--- config.mk ---
export PLATFORM = sky130hd
export DESIGN_NAME = hazard_unit_flat
export DESIGN_NICKNAME = d
export VERILOG_FILES = /design/src/rtl/hazard_if.sv /design/src/rtl/hazard_unit.sv /design/src/flat_wrapper.sv
export SDC_FILE = /design/constraint.sdc
export NUM_CORES = 1
export LEC_CHECK = 0
export ABC_AREA = 0
export BUFFER_PORTS_ARGS = -buffer_cell sky130_fd_sc_hd__buf_2
export CORE_ASPECT_RATIO = 0.7
export CORE_MARGIN = 8
export CORE_UTILIZATION = 35
export CTS_BUF_LIST = sky130_fd_sc_hd__clkbuf_8
export DETAILED_ROUTE_END_ITERATION = 10
export GPL_TIMING_DRIVEN = 0
export MAX_ROUTING_LAYER = met4
export PLACE_DENSITY = 0.66
export SETUP_SLACK_MARGIN = 0.05
export SLEW_MARGIN = 30
export SYNTH_ARGS = -nofsm -noshare
export SYNTH_HDL_FRONTEND = slang
export SYNTH_SLANG_ARGS = --single-unit
export TNS_END_PERCENT = 10
--- constraint.sdc ---
create_clock -name clk -period 1.6 [get_ports clk]
set_clock_uncertainty 0.05 [all_clocks]
set_input_delay 0.32 -clock clk [delete_from_list [all_inputs] [get_ports clk]]
set_output_delay 0.32 -clock clk [all_outputs]
set_load 0.05 [all_outputs]
--- src/rtl/hazard_if.sv ---
// hazard_if: decode instruction, PC select and hazard control/bypass outputs
interface hazard_if;
  logic [31:0] instr_i;
  logic [1:0]  pc_sel_i;
  logic        stallF_o;
  logic        stallD_o;
  logic        flushD_o;
  logic        flushE_o;
  logic [1:0]  bypA_sel_o;
  logic [1:0]  bypB_sel_o;
  modport master (
    output instr_i, pc_sel_i,
    input  stallF_o, stallD_o, flushD_o, flushE_o, bypA_sel_o, bypB_sel_o
  );
  modport slave (
    input  instr_i, pc_sel_i,
    output stallF_o, stallD_o, flushD_o, flushE_o, bypA_sel_o, bypB_sel_o
  );
endinterface

--- src/rtl/hazard_unit.sv ---
// hazard_unit: load-use/jump/branch stall-flush control and EX operand bypass selection
module hazard_unit #(
  parameter int N = 10
) (
  input logic     clk,
  input logic     rst,
  hazard_if.slave hz
);
  typedef enum logic [1:0] {IDLE, LD1, LD2, JMP} state_t;
  localparam int unused_n = N;
  state_t     state_q, state_d;
  logic [4:0] d1_q, d1_d, d2_q, d2_d;
  logic       d1v_q, d1v_d, d2v_q, d2v_d;
  logic [1:0] ty;
  logic [2:0] op;
  logic [4:0] ra, rb, rc;
  logic       writer, is_load, is_jmp, branch, flush_d;
  logic [11:0] unused_bits;
  assign unused_bits = hz.instr_i[26:15];
  assign ty = hz.instr_i[31:30];
  assign op = hz.instr_i[29:27];
  assign rc = hz.instr_i[14:10];
  assign rb = hz.instr_i[9:5];
  assign ra = hz.instr_i[4:0];
  assign writer = ty[1] | (ty == 2'b00 & (op == 3'b000 | op == 3'b001 | op == 3'b100))
                | (ty == 2'b01 & (op == 3'b101 | op == 3'b110));
  assign is_load = ty == 2'b00 & op == 3'b000;
  assign is_jmp = ty == 2'b01 & (op == 3'b000 | op >= 3'b101);
  assign branch = hz.pc_sel_i == 2'b01;
  assign flush_d = state_q != IDLE | branch;
  assign hz.stallF_o = state_q == LD1 | state_q == LD2;
  assign hz.stallD_o = state_q != IDLE;
  assign hz.flushD_o = flush_d;
  assign hz.flushE_o = state_q == LD2 | branch;
  assign hz.bypA_sel_o = rb == 5'd0 ? 2'b00 : (d1v_q & rb == d1_q) ? 2'b01 : (d2v_q & rb == d2_q) ? 2'b10 : 2'b00;
  assign hz.bypB_sel_o = rc == 5'd0 ? 2'b00 : (d1v_q & rc == d1_q) ? 2'b01 : (d2v_q & rc == d2_q) ? 2'b10 : 2'b00;
  // detection only in IDLE so a running load or jump sequence never retriggers
  always_comb begin
    state_d = IDLE;
    state_d = state_q == IDLE ? (!flush_d & is_load ? LD1 : !flush_d & is_jmp ? JMP : IDLE)
            : state_q == LD1 ? LD2 : IDLE;
    d1_d  = ra;
    d1v_d = writer & state_q == IDLE & !flush_d;
    d2_d  = d1_q;
    d2v_d = d1v_q & !branch;
  end
  // state and destination history registers; bubbles clear the younger slot
  always_ff @(posedge clk) begin
    if (rst) begin
      state_q <= IDLE;
      d1_q    <= 5'd0;
      d2_q    <= 5'd0;
      d1v_q   <= 1'b0;
      d2v_q   <= 1'b0;
    end else begin
      state_q <= state_d;
      d1_q    <= d1_d;
      d2_q    <= d2_d;
      d1v_q   <= d1v_d;
      d2v_q   <= d2v_d;
    end
  end
endmodule

--- src/flat_wrapper.sv ---
// flat-port wrapper written by rule: the top's interface ports become plain ports
module hazard_unit_flat 
#(
  parameter int N = 10
)
  (clk, rst, hz_instr_i, hz_pc_sel_i, hz_stallF_o, hz_stallD_o, hz_flushD_o, hz_flushE_o, hz_bypA_sel_o, hz_bypB_sel_o);
  hazard_if hz_i ();
  input logic clk;
  input logic rst;
  input wire logic [$bits(hz_i.instr_i)-1:0] hz_instr_i;
  input wire logic [$bits(hz_i.pc_sel_i)-1:0] hz_pc_sel_i;
  output wire logic [$bits(hz_i.stallF_o)-1:0] hz_stallF_o;
  output wire logic [$bits(hz_i.stallD_o)-1:0] hz_stallD_o;
  output wire logic [$bits(hz_i.flushD_o)-1:0] hz_flushD_o;
  output wire logic [$bits(hz_i.flushE_o)-1:0] hz_flushE_o;
  output wire logic [$bits(hz_i.bypA_sel_o)-1:0] hz_bypA_sel_o;
  output wire logic [$bits(hz_i.bypB_sel_o)-1:0] hz_bypB_sel_o;
  assign hz_i.instr_i = hz_instr_i;
  assign hz_i.pc_sel_i = hz_pc_sel_i;
  assign hz_stallF_o = hz_i.stallF_o;
  assign hz_stallD_o = hz_i.stallD_o;
  assign hz_flushD_o = hz_i.flushD_o;
  assign hz_flushE_o = hz_i.flushE_o;
  assign hz_bypA_sel_o = hz_i.bypA_sel_o;
  assign hz_bypB_sel_o = hz_i.bypB_sel_o;
  hazard_unit #(.N(N)) u_core (.clk(clk), .rst(rst), .hz(hz_i));
endmodule
## Yosys cells after proc, flatten, opt, wreduce, memory -nomap -nowiden

Cells that the tools add are included.
Widths: inputs -> output; s select.

| operators by class | value |
|---|---|
| reduce and logical (&&, ||, !) cells | 8 |
| muxes and demuxes | 10 |
| equality and inequality tests | 12 |
| bitwise operators | 22 |
| $lt $le $gt $ge | 1 |

Operators with widths:

| cell | count |
|---|---|
| $eq 5x5->1 | 4 |
| $mux 2 | 10 |
| $and 1x1->1 | 13 |
| $logic_not 5->1 | 2 |
| $eq 3x3->1 const B | 3 |
| $or 1x1->1 | 9 |
| $eq 2x1->1 const B | 3 |
| $logic_not 2->1 | 2 |
| $eq 3x1->1 const B | 1 |
| $ge 3x3->1 const B | 1 |
| $logic_not 3->1 | 1 |
| $eq 2x2->1 const B | 1 |
| $logic_not 1->1 | 2 |
| $reduce_bool 2->1 | 1 |

| storage, ports and cells | value |
|---|---|
| output and inout port bits | 8 |
| flip-flop bits (word level) | 14 |
| input port bits | 36 |

## Longest topological paths before layout

Gate-level depths: netlist (run 1).

| logic depth | value |
|---|---|
| word-level depth | 8 |
| mapped depth | 5 |
| gate-level depth less buffers | 5 |

## Worst setup path after synthesis (run 1)

No wires, ideal clock.

| timing | value |
|---|---|
| path type | register to output |
| from | register u_core.d1_q[1] |
| to | output hz_bypB_sel_o[1] |
| stages on the path, launching flop included | 5 |
| required time | 1.230 ns |
| path buffers | 0 |
| path slack | -1.023 ns |
| arrival time | 2.253 ns |
| cell sequence | dfxtp_1 xor2_1 nor4_1 nand3_1 nor4b_1 |

| between the ends | value |
|---|---|
| longest elaborated chain between the ends | 4 |

RTL lines:

| item | RTL line | RTL |
|---|---|---|
| start: declaration | hazard_unit.sv:12 | `logic [4:0] d1_q, d1_d, d2_q, d2_d;` |
| start signal: assignment | hazard_unit.sv:51 | `d1_q <= 5'd0;` |
| start signal: assignment | hazard_unit.sv:57 | `d1_q <= d1_d;` |
| $eq 5x5->1 | hazard_unit.sv:36 | `assign hz.bypB_sel_o = rc == 5'd0 ? 2'b00 : (d1v_q & rc == d1_q) ? 2'b01 : (d2v_q & rc == d2_q) ? 2'b10 : 2'b0 ...` |
| $and 1x1->1 | hazard_unit.sv:36 |  |
| $mux 2 (2 in a row) | hazard_unit.sv:36 |  |
| end: declaration | flat_wrapper.sv:17 | `output wire logic [$bits(hz_i.bypB_sel_o)-1:0] hz_bypB_sel_o;` |

Every way passes these cells.

## Worst setup path after layout (run 1)

| timing | value |
|---|---|
| from | register u_core.d1_q[0] |
| to | output hz_bypA_sel_o[1] |

| between the ends | value |
|---|---|
| longest elaborated chain between the ends | 4 |

RTL lines:

| item | RTL line | RTL |
|---|---|---|
| $eq 5x5->1 | hazard_unit.sv:35 | `assign hz.bypA_sel_o = rb == 5'd0 ? 2'b00 : (d1v_q & rb == d1_q) ? 2'b01 : (d2v_q & rb == d2_q) ? 2'b10 : 2'b0 ...` |
| $and 1x1->1 | hazard_unit.sv:35 |  |
| $mux 2 (2 in a row) | hazard_unit.sv:35 |  |
| end: declaration | flat_wrapper.sv:16 | `output wire logic [$bits(hz_i.bypA_sel_o)-1:0] hz_bypA_sel_o;` |

Every way passes these cells.

==> reports/results.ini, run 1 <==
[timing]
hold_viol=0
setup_ws_ns=-0.3172
period_needed_ns=1.917
worst_slew_pin_slew_ns=0.4067
timing.fmax_ghz=0.5216
rsz0062_at_grt=true
fin_crit_sh=1.198
slew_headroom=0.7289
drv_slew=0
setup_viol=4

[grt]
track_usage=0.1007
grt_pass1_vias=711
antenna_found_initial=0
grt_max_degree=11
grt_pass1_wl_mm=3.194
grt_overflow_total=0

[final_layout]
finalNonFillerCells=153
fin_nets=161
fillerInstances=200
drive_gt1_frac=0.4298
insertedDiodeCount=0
fin_util=0.5439
synthToLayoutAreaGrowth_pct=47.46
design_area_sq_mm=0.001162

[route]
first_pass_iters=4
routed_wl_mm=1.839
via_count=687
vias_per_cell=4.490
ant_nets=0
drc=0
drt_iter0_drc=18
wl_per_cell_um=12.02

[cts]
cts_tree=done
cts_buffers=3
clkLatencyLatePin_ns=0.24
cts.sinks=14
clk_root_buffer_cell=clkbuf_8
clockBufferDepth=2
clkTransAtPathRegs_ns=0.05
post_cts_buffers=0
htree_levels=1
postCtsHoldBufs=0

[yosys]
syn_nets=125
syn_area_per_cell_sq_um=9.166
syn_area_sq_um=788.3
yosys.cell_types.count=23
synthCells=86
ys_seq_area_frac=0.3556
ys_ff_latch=14
synth_warnings=0

[setup_path]
cp-start-kind=register
critical_path.max_stage_delay_ns=0.34
cp_top_family=simple AND/OR/NAND/NOR gates
worstSetupPathType=reg -> out
end_kind=output pin
rr_endpoint=u_core.state_q[1]$_SDFF_PP0_
path_depth=5
rr_startpoint=u_core.state_q[0]$_SDFF_PP0_
regToRegSetupSlack_ns=0.15
slowest_stage=dfxtp_2
cp.arrival_ns=1.55
r2r_cells=5
crit_buf_inv=1
crit_fanout=3
crit_required_ns=1.23
path_cells=xor2_1, nor4_1, nand3_1, nor4b_4, buf_6

[flow_run]
cap_violations=0

[placement]
dpl_cell_area_sq_mm=0.001037
place_hpwl_mm=1.599
dpl.cell_count=149
port_buffers=31
place.gp.congestion=0.8281

[pwr]
finalPower_w=0.0008993
vdd_ir_drop_max_v=0.0004280
cellPowerDensity_mw_per_mm2=773.7
p_leak_nw=0.4797

[worst_hold_path]
holdPathStages=2
worstHoldStart=hz_instr_i[31]
holdCritPathClass=in -> reg
hold_end=u_core.state_q[0]$_SDFF_PP0_

[floorplanning]
initial_core_util=0.3689
num_rows=14
core_sq_mm=0.002137
die_h_um=55.71
io_pins=44
die_w_um=72.72
dieArea_sq_mm=0.004051

[status]
outcome=finished with violations
violations=negative setup slack

==> metal layers <==
metal | vias up | part of all wire | GRT usage
met5 | - | 0 | -
met4 | 0 | 0.023 | 0.05114
met3 | 4 | 0.059 | 0.03058
met2 | 19 | 0.47 | 0.1438
met1 | 308 | 0.45 | 0.1237
li1 | 356 | - | -
==> final cells by class <==
type / count / area [sq um] / share of cell area
Buffer: 1 / 3.754 / 0.003229
Multi-Input combinational cell: 68 / 551.8 / 0.4747
Clock buffer: 4 / 55.05 / 0.04736
Inverter: 3 / 11.26 / 0.009688
Timing Repair Buffer: 31 / 212.7 / 0.1830
Sequential cell: 14 / 287.8 / 0.2476
Tap cell: 32 / 40.04 / 0.03445
==> metrics by stage <==
step / worst slack, ns / hold slack (ns) / TNS (ns)
2_1_floorplan: -0.04217 / 0.3416 / -0.1289
4_1_cts: -0.3193 / 0.2170 / -1.164
3_3_place_gp: -0.3581 / 0.4426 / -1.298
3_5_place_dp: -0.3737 / 0.4454 / -1.387
6_report: -0.3172 / 0.2194 / -1.072
5_1_grt: -0.4373 / 0.2318 / -1.532
==> logic make-up after synthesis <==
group                      count (synthesis)  synth area share
buffers and inverters                      4           0.01904
muxes                                      1           0.01428
xor gates and xnor gates                  21            0.2333
AOI/OAI and AO/OA                          3           0.02223
DFF                                       14            0.3556
and+or+nand+nor                           40            0.3079
adders and majority gates                  3           0.04762
==> what timing repair did <==
action | in CTS | in global routing
gates cloned | 0 | 0
pin swaps | 4 | 0
setup endpoints to repair | 6 | 8
resized for setup | 12 | 13
==> where the power goes <==
group	switching [W]	internal, W	total (W)	leakage, nW
sequential	0.0000157	0.000367	0.000383	0.117
clock	0.000113	0.000217	0.000330	0.0288
combinational	0.0000979	0.0000882	0.000186	0.334
==> cells in the mapped netlist <==
cell	instances	area, sq um
mux2_2	1	11.26
or4b_1	1	10.01
nand4_1	2	12.51
or2b_1	1	7.510
nand2_1	5	18.77
or4_1	2	15.01
clkbuf_1	1	3.750
xnor2_1	13	113.9
nor4b_1	3	26.28
a21oi_1	2	10.01
nor4_1	2	12.51
xor2_1	8	70.07
dfxtp_1	14	280.3
nor3_1	2	10.01
a211oi_1	1	7.510
nand3_1	2	10.01
nor2_1	4	15.01
ha_1	3	37.54
inv_1	3	11.26
nor2b_1	11	68.82
and2_1	1	6.260
nand2b_1	3	18.77
nor2_4	1	11.26
==> state kept, by name (all words and copies together) (netlist names) <==
| register | count |
|---|---|
| u_core.d1v_q | 1 |
| u_core.d2v_q | 1 |
| u_core.state_q | 2 |
| u_core.d2_q | 5 |
| u_core.d1_q | 5 |
==> worst reg2reg max path, cell delays in order, from the launching register on <==
cell,delay (ns)
dfxtp_1,0.31
inv_1,0.08
ha_1,0.21
nand2_2,0.09
or4b_1,0.51
a21oi_1,0.13
==> worst max-delay path by stage <==
stage | from | endpoint | slack, ns
4_1_cts | u_core.d1_q[0]$_SDFF_PP0_ | hz_bypA_sel_o[1] | -0.32
6_report | u_core.d1_q[0]$_SDFF_PP0_ | hz_bypA_sel_o[1] | -0.32
3_3_place_gp | hz_instr_i[8] | hz_bypA_sel_o[1] | -0.36
3_5_place_dp | hz_instr_i[8] | hz_bypA_sel_o[1] | -0.37
5_1_grt | u_core.d1_q[0]$_SDFF_PP0_ | hz_bypA_sel_o[1] | -0.44
2_1_floorplan | hz_instr_i[8] | hz_bypA_sel_o[1] | -0.04
==> placed cells by master (no fill, tap or decap) <==
cell      synthesis  routed
nand2_1           5       4
nand2b_1          3       3
dfxtp_1          14       8
nand2_2           0       1
a211oi_1          1       1
or4b_1            1       1
buf_4             0       1
nand4_1           2       2
or4_1             2       2
nor2_4            1       3
inv_2             0       1
nand3_1           2       2
mux2_2            1       1
a21oi_1           2       2
nor2_2            0       2
xor2_1            8       8
inv_1             3       2
buf_8             0       3
nor4b_1           3       1
nor4_2            0       1
ha_1              3       3
and2_1            1       1
nor3_1            2       2
nor4_1            2       1
clkbuf_8          0       4
xnor2_1          13      13
nor2b_1          11      11
clkbuf_1          1       1
buf_6             0       4
dfxtp_2           0       6
buf_2             0      23
or2b_1            1       1
nor4b_4           0       2
No activity file was read; power rests on OpenSTA's default activity.
==> inputs of run 2 (changes only) <==
- CTS_BUF_LIST: sky130_fd_sc_hd__clkbuf_8 -> not set
==> reports/results.ini, run 2 (synthesis results as in run 1) <==
[cts]
clkLatencyLatePin_ns=0.27  ; +0.03 ns
clkTransAtPathRegs_ns=0.08  ; +0.03 ns
htree_levels=1  ; unchanged
cts_buffers=3  ; unchanged
clockBufferDepth=2  ; unchanged
cts.sinks=14  ; unchanged
clk_root_buffer_cell=clkbuf_4
cts_tree=done

[setup_path]
slowest_stage=dfxtp_2
r2r_cells=5  ; unchanged
path_depth=5  ; unchanged
critical_path.max_stage_delay_ns=0.35  ; about the same
end_kind=output pin
crit_buf_inv=1  ; unchanged
path_cells=xor2_1, nor4_1, nand3_1, nor4b_4, buf_6
worstSetupPathType=reg -> out
cp.arrival_ns=1.60  ; +0.05 ns
cp_top_family=simple AND/OR/NAND/NOR gates
crit_required_ns=1.23  ; about the same
cp-start-kind=register
crit_fanout=3  ; unchanged

[floorplanning]
die_w_um=72.72  ; unchanged
num_rows=14  ; unchanged
die_h_um=55.71  ; unchanged
io_pins=44  ; unchanged
dieArea_sq_mm=0.004051  ; unchanged
core_sq_mm=0.002137  ; unchanged
initial_core_util=0.3689  ; unchanged

[timing]
setup_viol=4  ; unchanged
drv_slew=0  ; unchanged
rsz0062_at_grt=true
timing.fmax_ghz=0.5088  ; -2.4%
hold_viol=0  ; unchanged
timing.hold.ws_ns=0.1745  ; -0.04488 ns
worst_slew_pin_slew_ns=0.4082  ; +0.001538 ns
fin_crit_sh=1.228  ; +0.03003
setup_ws_ns=-0.3652  ; -0.04805 ns
slew_headroom=0.7279  ; -0.001025
period_needed_ns=1.965  ; +0.04805 ns

[status]
violations=negative setup slack
outcome=finished with violations

[pwr]
p_sw_w=0.0002227  ; -1.5%
internal-power_w=0.0006003  ; -11%
finalPower_w=0.0008231  ; -8.5%
vdd_ir_drop_max_v=0.0003055  ; -29%
pwr-share-clk=0.298  ; -0.069
p_leak_nw=0.4790  ; -0.14%
sw_frac_of_total=0.2706  ; +0.01905
cellPowerDensity_mw_per_mm2=702.8  ; -9.2%
combPwrFrac=0.237  ; +0.030
seqPwrFrac=0.465  ; +0.039

[placement]
place.gp.congestion=0.8281  ; unchanged
dpl_cell_area_sq_mm=0.001037  ; unchanged
dpl.cell_count=149  ; unchanged
place_hpwl_mm=1.599  ; unchanged
port_buffers=31  ; unchanged

[final_layout]
design_area_sq_mm=0.001171  ; +0.75%
drive_gt1_frac=0.4463  ; +0.01653
reg_top3=u_core.d1_q x5, u_core.d2_q x5, u_core.state_q x2
multiInputGateArea_sq_um=566.8  ; +2.7%
regArea_sq_um=289.0  ; +0.43%
fin_nets=161  ; unchanged
mostFrequentLayoutCells=buf_2, xnor2_1, nor2b_1
final_common_cell=buf_2
synthToLayoutAreaGrowth_pct=48.57
insertedDiodeCount=0  ; unchanged
fillerInstances=199  ; -0.50%
finalNonFillerCells=153  ; unchanged

[route]
drt_iter0_drc=9  ; -9
ant_nets=0  ; unchanged
via_count=687  ; unchanged
wl_per_cell_um=12.28  ; +2.2%
first_pass_iters=2  ; -2
drc=0  ; unchanged
vias_per_cell=4.490  ; unchanged
routed_wl_mm=1.879  ; +2.2%

[grt]
track_usage=0.09993  ; -0.0007485
grt_overflow_total=0  ; unchanged
grt_max_degree=11  ; unchanged
grt_pass1_vias=710  ; -0.14%
antenna_found_initial=0  ; unchanged
grt_pass1_wl_mm=3.187  ; -0.22%

[worst_hold_path]
holdPathStages=2  ; unchanged
holdCritPathClass=in -> reg

[flow_run]
cap_violations=0  ; unchanged

[run 2: path summary, 6_finish.rpt]
kind	from	endpoint	slack, ns
max	u_core.d1_q[3]$_SDFF_PP0_	hz_bypA_sel_o[1]	-0.37
min	hz_instr_i[31]	u_core.state_q[0]$_SDFF_PP0_	0.17
max reg2reg	u_core.state_q[1]$_SDFF_PP0_	u_core.state_q[1]$_SDFF_PP0_	0.11
min reg2reg	u_core.d1_q[1]$_SDFF_PP0_	u_core.d2_q[1]$_SDFF_PP0_	0.45
[run 2: per-layer routing]
layer,wire length (um),GRT usage,up-vias,part of all wire
li1,-,-,360,-
met1,883,0.1237,311,0.47
met2,873,0.1450,14,0.46
met3,91,0.02518,2,0.048
met4,31,0.05114,0,0.016
met5,0,-,-,0
[run 2: timing repair]
action	in CTS	in global routing
pin swaps	4	2
endpoints found under the setup margin	8	8
buffers inserted	0	0
gates resized for setup	14	15
hold buffers	0	0
[run 2: power groups by stage]
stage / Sequential, W / Clock, W / Combinational (W)
3_3_place_gp: 0.000390 / 0 / 0.000166
4_1_cts: 0.000382 / 0.000248 / 0.000180
5_1_grt: 0.000385 / 0.000271 / 0.000213
2_1_floorplan: 0.000386 / 0 / 0.000110
3_5_place_dp: 0.000391 / 0 / 0.000170
6_report: 0.000382 / 0.000245 / 0.000195
[run 2: worst reg2reg max path, delay by kind of cell, from the launching register on]
family	cells	cell delay, ns
and+or+nand+nor	2	0.59
DFF	1	0.33
AOI/OAI and AO/OA	1	0.18
adders and majority gates	1	0.16
buffers and inverters	1	0.11
[run 2: through the flow]
step	utilization	worst slack [ns]	setup TNS (ns)
floorplan	-	-0.04217	-0.1289
global placement	0.4854	-0.3581	-1.298
detailed placement	0.4854	-0.3737	-1.387
CTS	0.5222	-0.3704	-1.351
global route	0.5480	-0.5060	-1.778
finish	0.5480	-0.3652	-1.256
[run 2: final cells by class]
cell class / instances / area share
multi-input combinational: 68 / 0.4840
sequential: 14 / 0.2468
inverter: 3 / 0.009615
buffer: 1 / 0.003205
tap: 32 / 0.03419
timing repair buffer: 31 / 0.1912
clock buffer: 4 / 0.03098
